===== config.mk =====
export PLATFORM = sky130hd
export DESIGN_NAME = adder_arbiter
export DESIGN_NICKNAME = d
export VERILOG_FILES = /design/src/rtl/adder_arb_pkg.sv /design/src/rtl/rr_arbiter.sv /design/src/rtl/adder_arbiter.sv
export SDC_FILE = /design/constraint.sdc
export NUM_CORES = 1
export LEC_CHECK = 0
export CAP_MARGIN = 20
export CORE_AREA = 5 5 120 122
export CTS_BUF_LIST = sky130_fd_sc_hd__clkbuf_2 sky130_fd_sc_hd__clkbuf_4 sky130_fd_sc_hd__clkbuf_8
export CTS_CLUSTER_DIAMETER = 60
export CTS_CLUSTER_SIZE = 40
export DETAILED_ROUTE_END_ITERATION = 7
export DIE_AREA = 0 0 125 127
export PLACE_DENSITY = 0.82
export SYNTH_ARGS = -nofsm -noshare
export SYNTH_HDL_FRONTEND = slang
export SYNTH_SLANG_ARGS = --single-unit

===== constraint.sdc =====
create_clock -name clk -period 10.5 [get_ports clk]
set_input_delay 2.625 -clock clk [delete_from_list [all_inputs] [get_ports clk]]
set_output_delay 2.625 -clock clk [all_outputs]
set_load 0.02 [all_outputs]

===== src/rtl/adder_arb_pkg.sv =====
// Shared types and constants for the adder arbiter.
package adder_arb_pkg;

    localparam int unsigned ADD_W = 24;

    localparam int unsigned FLAG_V = 0;
    localparam int unsigned FLAG_C = 1;
    localparam int unsigned FLAG_Z = 2;
    localparam int unsigned FLAG_N = 3;

    typedef enum logic [1:0] {
        IDLE,
        EXEC,
        RESP
    } state_e;

endpackage


===== src/rtl/rr_arbiter.sv =====
// Combinational round-robin arbiter: search starts one past ptr and wraps.
module rr_arbiter #(
    parameter int unsigned NUM_REQ = 4,
    parameter int unsigned ID_W    = $clog2(NUM_REQ)
) (
    input  logic [NUM_REQ-1:0] req,
    input  logic [ID_W-1:0]    ptr,
    input  logic               en,
    output logic [NUM_REQ-1:0] gnt,
    output logic [ID_W-1:0]    gnt_idx,
    output logic               any
);

    logic [ID_W-1:0] idx;

    always_comb begin
        gnt     = '0;
        gnt_idx = '0;
        any     = 1'b0;
        idx     = '0;
        for (int k = 1; k <= int'(NUM_REQ); k++) begin
            idx = ID_W'((int'(ptr) + k) % int'(NUM_REQ));
            if (en && !any && req[idx]) begin
                gnt[idx] = 1'b1;
                gnt_idx  = idx;
                any      = 1'b1;
            end
        end
    end

endmodule


===== src/rtl/adder_arbiter.sv =====
// Round-robin sequencer sharing one external adder between NUM_REQ requesters.
// Optional per-requester grant counters are enabled with ADDER_ARB_STATS_EN.
module adder_arbiter
    import adder_arb_pkg::*;
#(
    parameter int unsigned N       = ADD_W,
    parameter int unsigned NUM_REQ = 4,
    parameter int unsigned ID_W    = $clog2(NUM_REQ)
) (
    input  logic                 clk,
    input  logic                 rst,
    input  logic [NUM_REQ-1:0]   req_valid,
    output logic [NUM_REQ-1:0]   req_ready,
    input  logic [NUM_REQ*N-1:0] req_a,
    input  logic [NUM_REQ*N-1:0] req_b,
    input  logic [NUM_REQ-1:0]   req_sub,
    output logic [N-1:0]         add_a,
    output logic [N-1:0]         add_b,
    output logic                 add_cin,
    input  logic [N-1:0]         add_r,
    input  logic                 add_c,
    input  logic                 add_neg,
    input  logic                 add_v,
    input  logic                 add_z,
    output logic                 rsp_valid,
    input  logic                 rsp_ready,
    output logic [ID_W-1:0]      rsp_id,
    output logic [N-1:0]         rsp_r,
    output logic [3:0]           rsp_flags
`ifdef ADDER_ARB_STATS_EN
    ,
    input  logic                 stat_clr,
    output logic [NUM_REQ*16-1:0] grant_cnt
`endif
);

    state_e state_q, state_d;

    logic [ID_W-1:0]    rr_ptr_q;
    logic [ID_W-1:0]    id_q;
    logic [N-1:0]       a_q, b_q;
    logic               sub_q;
    logic               rsp_valid_q;
    logic [ID_W-1:0]    rsp_id_q;
    logic [N-1:0]       rsp_r_q;
    logic [3:0]         rsp_flags_q;

    logic               grant_en;
    logic [NUM_REQ-1:0] gnt;
    logic [ID_W-1:0]    gnt_idx;
    logic               gnt_any;
    logic [N-1:0]       sel_a, sel_b;
    logic               sel_sub;
    logic [3:0]         flags_in;

    // A new op can only start when the result slot is free or draining this cycle.
    assign grant_en = !rst && ((state_q == IDLE) || ((state_q == RESP) && rsp_ready));

    rr_arbiter #(
        .NUM_REQ (NUM_REQ),
        .ID_W    (ID_W)
    ) u_rr_arbiter (
        .req     (req_valid),
        .ptr     (rr_ptr_q),
        .en      (grant_en),
        .gnt     (gnt),
        .gnt_idx (gnt_idx),
        .any     (gnt_any)
    );

    assign req_ready = gnt;

    always_comb begin
        sel_a   = '0;
        sel_b   = '0;
        sel_sub = 1'b0;
        for (int i = 0; i < int'(NUM_REQ); i++) begin
            if (gnt[i]) begin
                sel_a   = req_a[i*N +: N];
                sel_b   = req_b[i*N +: N];
                sel_sub = req_sub[i];
            end
        end
    end

    always_comb begin
        flags_in         = '0;
        flags_in[FLAG_N] = add_neg;
        flags_in[FLAG_Z] = add_z;
        flags_in[FLAG_C] = add_c;
        flags_in[FLAG_V] = add_v;
    end

    always_comb begin
        state_d = state_q;
        unique case (state_q)
            IDLE:    if (gnt_any) state_d = EXEC;
            EXEC:    state_d = RESP;
            RESP:    if (rsp_ready) state_d = gnt_any ? EXEC : IDLE;
            default: state_d = IDLE;
        endcase
    end

    always_ff @(posedge clk) begin
        if (rst) begin
            state_q     <= IDLE;
            rr_ptr_q    <= ID_W'(NUM_REQ - 1);
            id_q        <= '0;
            a_q         <= '0;
            b_q         <= '0;
            sub_q       <= 1'b0;
            rsp_valid_q <= 1'b0;
            rsp_id_q    <= '0;
            rsp_r_q     <= '0;
            rsp_flags_q <= '0;
        end else begin
            state_q <= state_d;
            if (gnt_any) begin
                a_q      <= sel_a;
                b_q      <= sel_b;
                sub_q    <= sel_sub;
                id_q     <= gnt_idx;
                rr_ptr_q <= gnt_idx;
            end
            if (state_q == EXEC) begin
                rsp_valid_q <= 1'b1;
                rsp_id_q    <= id_q;
                rsp_r_q     <= add_r;
                rsp_flags_q <= flags_in;
            end else if ((state_q == RESP) && rsp_ready) begin
                rsp_valid_q <= 1'b0;
            end
        end
    end

    assign add_a     = a_q;
    assign add_b     = b_q;
    assign add_cin   = sub_q;
    assign rsp_valid = rsp_valid_q;
    assign rsp_id    = rsp_id_q;
    assign rsp_r     = rsp_r_q;
    assign rsp_flags = rsp_flags_q;

`ifdef ADDER_ARB_STATS_EN
    logic [15:0] cnt_q [NUM_REQ];

    // A grant coinciding with stat_clr restarts that counter at one.
    always_ff @(posedge clk) begin
        for (int i = 0; i < int'(NUM_REQ); i++) begin
            if (rst) begin
                cnt_q[i] <= '0;
            end else if (gnt[i]) begin
                if (stat_clr) begin
                    cnt_q[i] <= 16'd1;
                end else if (cnt_q[i] != 16'hFFFF) begin
                    cnt_q[i] <= cnt_q[i] + 16'd1;
                end
            end else if (stat_clr) begin
                cnt_q[i] <= '0;
            end
        end
    end

    always_comb begin
        grant_cnt = '0;
        for (int i = 0; i < int'(NUM_REQ); i++) begin
            grant_cnt[i*16 +: 16] = cnt_q[i];
        end
    end
`endif

endmodule

==> qor_table.md, run 1 <==
| Metric | This run | Unit |
| --- | --- | --- |
| Transition time at the pin with the least slew margin | 1.03 | ns |
| Number of buffers added by the clock tree synthesis step | 9 | - |
| Hold-fix buffers, CTS | 0 | - |
| Antenna violations before repair | 0 | - |
| Initial standard-cell utilization of the core | 0.369 | - |
| Post-synthesis share of cell area spent on and, or, nand and nor gates | 0.0818 | - |
| GP Congestion | 0.905 | - |
| Max-cap violation count | 0 | - |
| HPWL after detailed placement | 15.0 | mm |
| Data arrival time at the worst-slack endpoint | 5.83 | ns |
| Average detailed-routed wire length per instance | 18.9 | um |
| CTS Root Buffer Type | clkbuf_8 | - |
| Number of setup violations in the final report | 0 | - |
| Unrepaired setup endpoints after global routing | false | - |
| Type of the most critical hold path | flop to flop | - |
| Yosys top cell by area | dfxtp_1 | - |
| Total inserted antenna cells | 0 | - |
| Flip-flop and latch count after synthesis | 86 | - |
| Top area cells in the synthesized netlist | dfxtp_1 (36%), inv_1 (8.3%), a22oi_1 (7.6%) | - |
| Overall die width | 125 | um |
| Worst hold slack | 0.457 | ns |
| Total DRC errors in the routed layout | 0 | - |
| Maximum number of buffers from clock root to sink | 2 | - |
| Count of clock tree sinks | 86 | - |
| Number of placement rows | 42 | - |
| Detailed Routing Iterations Pass 1 | 5 | - |
| Unique cell type count in the Yosys netlist | 48 | - |
| Via count | 5579 | - |
| Cell with the most instances after synthesis | inv_1 | - |
| Pin count of the biggest net entering global routing | 99 | - |
| Worst slew margin relative to its limit | 0.312 | - |
| Area share of the leading cell type in the synthesized netlist | 0.356 | - |
| Async set-reset flop share out of synthesis | 0 | - |
| Core outline area | 0.0131 | sq mm |
| H-Tree Level Count | 3 | - |
| Clock insertion delay at the later pin of the skew report | 0.37 | ns |
| Power density relative to cell area | 202 | mW/mm^2 |
| Xor/xnor share of the synthesized area | 0.00181 | - |
| Fmax | 118 | MHz |
| Vias in the first global route | 5490 | - |
| Number of fill cells | 1138 | - |
| Remaining Overflow, GRT | 0 | - |
| Adder-cell share of the synthesized area | 0.0181 | - |
| Height of the die | 127 | um |
| Static leakage | 3.25 | nW |
| CTS tree | done | - |
| Total global-route track usage | 0.238 | - |
| Number of synthesized flops with an enable pin | 0 | - |
| Worst endpoint required time | 7.88 | ns |
| Kind of critical path | input port to output port | - |
| DIE AREA | 0.0159 | sq mm |
| Postcts setup bufs | 0 | - |
| Number of cells produced by synthesis | 601 | - |
| Netlist area before placement | 0.00483 | sq mm |
| Yosys warnings | 0 | - |
| Number of antenna-violating nets in the routed design | 0 | - |
| Multiplexer area fraction after synthesis | 0.0230 | - |
| Clock Pin Slew Worst Setup and Hold Paths | 0.08 | ns |
| Port Buf Inserts | 314 | - |
| Via count normalized by instance count | 5.25 | - |
| Combinational family with the most area after synthesis | compound AO/OA/AOI/OAI gates | - |
| Worst setup SP type | input port | - |
| Final wirelength | 20.0 | mm |
| Critical path peak fanout | 50 | - |
| Synthesis-to-finish area growth | 71.8 | % |
| Shortest clock period the worst path allows after layout | 8.46 | ns |
| Number of violations reported at the end of detailed-routing iteration 0 | 350 | - |
| Register area share after synthesis | 0.356 | - |
| Count of endpoints failing hold in the final timing report | 0 | - |
| Final period util | 0.806 | - |
| Average cell area after synthesis | 8.04 | sq um |
| Synthesized-area fraction occupied by ao, oa, aoi and oai cells | 0.387 | - |
| Net count, final | 1119 | - |
| Global-route wire length before repair | 30.0 | mm |
| Run status | finished clean | - |
| Worst clock skew on the final layout | 0.00944 | ns |
| Peak ir drop on the vdd network | 0.113 | mV |
| Overall power | 0.00168 | W |
| Count of instances resized after the clock tree is built | 0 | - |
| Prevailing post-synth register cell | dfxtp_1 | - |
| Synth cell count leaders | inv_1 (107), dfxtp_1 (86), nand2_1 (64) | - |
| Layout cells sized above 1 | 0.0722 | - |
| Post-synth net total | 839 | - |
| Max Transition Viols Final | 0 | - |
| Setup tns final | 0 | ns |
| Endpoint type of the worst setup path | output port | - |
| Number of top-level pins | 315 | - |
[flip-flops by register name, indices dropped and copies added (netlist names)]
signal and cells:
add_a 24, add_b 24, rsp_r 24, rsp_flags 4
id_q 2, rr_ptr_q 2, rsp_id 2, state_q 2
add_cin 1, rsp_valid 1
[layout by cell type, fill, tap and decap left out, drive strengths merged, types with 3 or more instances in the layout]
cell type / instances
clkdlybuf4s50: 314
inv: 111
dfxtp: 86
nand2: 64
o21ai: 50
a22oi: 49
o211ai: 48
o221a: 48
a21oi: 37
clkbuf: 10
buf: 10
ha: 7
nor2b: 6
mux4: 4
nor2: 4
and2: 3
nand2b: 3
[per-stage QoR]
step,util,instances,area [sq um],worst slack [ns]
after floorplan,-,601,4830,3.48
final,0.634,1062,8300,2.04
after CTS,0.631,1060,8260,2.03
after global routing,0.634,1062,8300,1.96
after detailed placement,0.616,1044,8070,2.03
after global placement,0.616,1044,8070,2.08
[kinds of logic (layout without fill, tap and decap cells)]
logic type,count (synthesis),after routing
AOI/OAI and AO/OA,249,249
xor gates and xnor gates,1,1
adders and majority gates,7,7
buffers and inverters,163,448
DFF,86,86
muxes,6,6
and+or+nand+nor,89,89
[final timing paths]
check             depth (start not counted)  slack, ns          from            to
setup / recovery                          7       2.04  req_valid[2]  req_ready[3]
hold / removal                            2       0.46     rsp_r[18]     rsp_r[18]
setup reg to reg                          9       6.70   rr_ptr_q[0]      add_a[6]
hold reg to reg                           2       0.46     rsp_r[18]     rsp_r[18]
[critical path, stage by stage]
cell and delay, ns:
clkdlybuf4s50_1 0.48, mux4_2 0.63, nor2b_1 0.19, a221oi_1 0.09
o31a_2 0.35, inv_2 0.68, clkdlybuf4s50_1 0.77
[layer usage]
layer,global-route usage,up-vias,part of all wire
li1,-,2700,-
met1,0.273,2551,0.37
met5,0,-,0
met3,0.0810,36,0.10
met4,0.0906,0,0.033
met2,0.413,292,0.49
[power by group]
group	internal, W	switching, W
logic	0.000460	0.000494
registers	0.000433	0.0000644
clock network	0.0000965	0.000129
total	0.000990	0.000687
[final cells by class]
cell class	count	area (sq um)	area share
Multi-Input combinational cell	352	2510	0.303
Clock inverter	6	53.8	0.00648
Tap cell	176	220	0.0265
Inverter	108	405	0.0488
Timing Repair Buffer	324	3250	0.391
Sequential cell	86	1720	0.207
Clock buffer	10	138	0.0166
Note: power is estimated with default switching activity, not from simulation.
==> run 2, diff against run 1 <==
--- a/config.mk
+++ b/config.mk
@@ -6,13 +6,13 @@
 export NUM_CORES = 1
 export LEC_CHECK = 0
 export CAP_MARGIN = 20
-export CORE_AREA = 5 5 120 122
+export CORE_MARGIN = 5
+export CORE_UTILIZATION = 34
 export CTS_BUF_LIST = sky130_fd_sc_hd__clkbuf_2 sky130_fd_sc_hd__clkbuf_4 sky130_fd_sc_hd__clkbuf_8
 export CTS_CLUSTER_DIAMETER = 60
 export CTS_CLUSTER_SIZE = 40
 export DETAILED_ROUTE_END_ITERATION = 7
-export DIE_AREA = 0 0 125 127
-export PLACE_DENSITY = 0.82
+export PLACE_DENSITY = 0.79
 export SYNTH_ARGS = -nofsm -noshare
 export SYNTH_HDL_FRONTEND = slang
 export SYNTH_SLANG_ARGS = --single-unit
==> constraint.sdc (replaced) <==
create_clock -name clk -period 7.7 [get_ports clk]
set_input_delay 1.925 -clock clk [delete_from_list [all_inputs] [get_ports clk]]
set_output_delay 1.925 -clock clk [all_outputs]
set_load 0.02 [all_outputs]
==> run 2 against run 1 <==
- wire length down 3.1%
- global-route usage down 1.7 points
- flip-flop and latch count unchanged
- highest routed layer is now met5
==> qor_table.md, run 2 (synthesis results as in run 1) <==
| Metric | This run | Unit |
| --- | --- | --- |
| Via count normalized by instance count | 5.17 | - |
| Initial standard-cell utilization of the core | 0.347 | - |
| Most numerous cell on the critical path | clkdlybuf4s50_1 | - |
| HP Start | rsp_r[17] | - |
| Maximum number of buffers from clock root to sink | 2 | - |
| Number of antenna-violating nets in the routed design | 0 | - |
| Cell chain of the critical path | clkdlybuf4s50_1 -> mux4_2 -> or3b_1 -> a211oi_2 -> or2_2 -> clkdlybuf4s50_1 | - |
| Run status | finished clean | - |
| Global-route wire length before repair | 28.9 | mm |
| Transition time at the pin with the least slew margin | 1.01 | ns |
| Master of the slowest instance on the critical path | mux4_2 | - |
| Cell type group with the largest total delay on the critical path | buffers and inverters | - |
| Synthesis-to-finish area growth | 73.1 | % |
| Unrepaired setup endpoints after global routing | false | - |
| Worst setup SP type | input port | - |
| Final period util | 0.830 | - |
| Data arrival time at the worst-slack endpoint | 4.46 | ns |
| Detailed Routing Iterations Pass 1 | 5 | - |
| Total inserted antenna cells | 0 | - |
| Postcts setup bufs | 0 | - |
| Worst slew margin relative to its limit | 0.327 | - |
| Number of buffers added by the clock tree synthesis step | 9 | - |
| Total global-route track usage | 0.221 | - |
| Count of clock tree sinks | 86 | - |
| Endpoint type of the worst setup path | output port | - |
| Height of the die | 129 | um |
| Worst clock skew on the final layout | 0.0123 | ns |
| Leading cell type in the layout, fill and taps excluded | clkdlybuf4s50_1 | - |
| Maximum single-stage delay on the critical path | 0.61 | ns |
| Peak ir drop on the vdd network | 0.131 | mV |
| Most frequent cells in the layout | clkdlybuf4s50_1 (314), inv_1 (107), dfxtp_1 (86) | - |
| Number of top-level pins | 315 | - |
| Worst reg2reg startpoint | rr_ptr_q[0] | - |
| Count of endpoints failing hold in the final timing report | 0 | - |
| Static leakage | 3.28 | nW |
| Layout cells sized above 1 | 0.0733 | - |
| Kind of critical path | input port to output port | - |
| Vias in the first global route | 5258 | - |
| Count of instances resized after the clock tree is built | 0 | - |
| Type of the most critical hold path | flop to flop | - |
| Critical path peak fanout | 10 | - |
| Worst hold slack | 0.457 | ns |
| Number of violations reported at the end of detailed-routing iteration 0 | 237 | - |
| Max Transition Viols Final | 0 | - |
| Core outline area | 0.0139 | sq mm |
| Pin count of the biggest net entering global routing | 99 | - |
| Number of placement rows | 43 | - |
| H-Tree Level Count | 3 | - |
| Clock insertion delay at the later pin of the skew report | 0.36 | ns |
| Post-Layout Cell Count | 1067 | - |
| Power density relative to cell area | 282 | mW/mm^2 |
| Via count | 5521 | - |
| Setup tns final | 0 | ns |
| HPWL after detailed placement | 14.7 | mm |
| Port Buf Inserts | 314 | - |
| Number of setup violations in the final report | 0 | - |
| Clock Pin Slew Worst Setup and Hold Paths | 0.08 | ns |
| Placed Cells incl. Taps | 1050 | - |
| CTS Root Buffer Type | clkbuf_8 | - |
| Worst endpoint required time | 5.78 | ns |
| Overall die width | 129 | um |
| Hold-fix buffers, CTS | 0 | - |
| Fmax | 157 | MHz |
| Critical path buffer and inverter count | 2 | - |
| GP Congestion | 0.852 | - |
| CTS tree | done | - |
| Average detailed-routed wire length per instance | 18.2 | um |
| Remaining Overflow, GRT | 0 | - |
| Core occupancy in the finished layout | 0.600 | - |
| Shortest clock period the worst path allows after layout | 6.39 | ns |
| CP Launch Point | req_valid[0] | - |
| DIE AREA | 0.0167 | sq mm |
| Antenna violations before repair | 1 | - |
| Net count, final | 1120 | - |
| Total DRC errors in the routed layout | 0 | - |
| Final wirelength | 19.4 | mm |
| Max-cap violation count | 0 | - |
run 2: final timing paths:
kind	endpoint	slack, ns	cells after the start
worst max-delay path	req_ready[0]	1.31	6
worst min-delay path	rsp_r[17]	0.46	2
worst max register to register	add_a[16]	3.87	9
worst min register to register	rsp_r[17]	0.46	2
run 2: worst min-delay path, cell delays in order (launching register included):
cell	delay, ns
dfxtp_1	0.31
nand2_1	0.05
a21oi_1	0.05
run 2: area by class of cell:
| type | instances | area (sq um) |
|---|---|---|
| clock buffers | 11 | 139 |
| clock inverters | 5 | 106 |
| fillers | 1277 | 5570 |
| inverters | 108 | 405 |
| multi-input cells | 352 | 2510 |
| flip-flops and latches | 86 | 1720 |
| well taps | 180 | 225 |
| repair buffers | 325 | 3250 |
run 2: metrics by stage:
stage,area (sq um),setup slack (ns),total power [W]
6_report,8370,1.31,0.00236
5_1_grt,8370,1.24,0.00251
4_1_cts,8350,1.31,0.00238
3_5_place_dp,8110,1.33,0.00198
3_3_place_gp,8080,1.36,0.00197
2_1_floorplan,4830,2.08,0.00141
run 2: per-layer routing:
metal | track usage | vias to the layer above | wire, um
li1 | - | 2708 | -
met2 | 0.384 | 250 | 9460
met3 | 0.0763 | 40 | 1870
met4 | 0.0803 | 2 | 632
met5 | 0 | - | 7
met1 | 0.251 | 2521 | 7440
run 2: report_power, final:
part	leakage [nW]	switching [W]	internal [W]	total (W)
clock	0.121	0.000169	0.000224	0.000394
sequential	0.707	0.0000862	0.000590	0.000676
combinational	2.45	0.000660	0.000629	0.00129
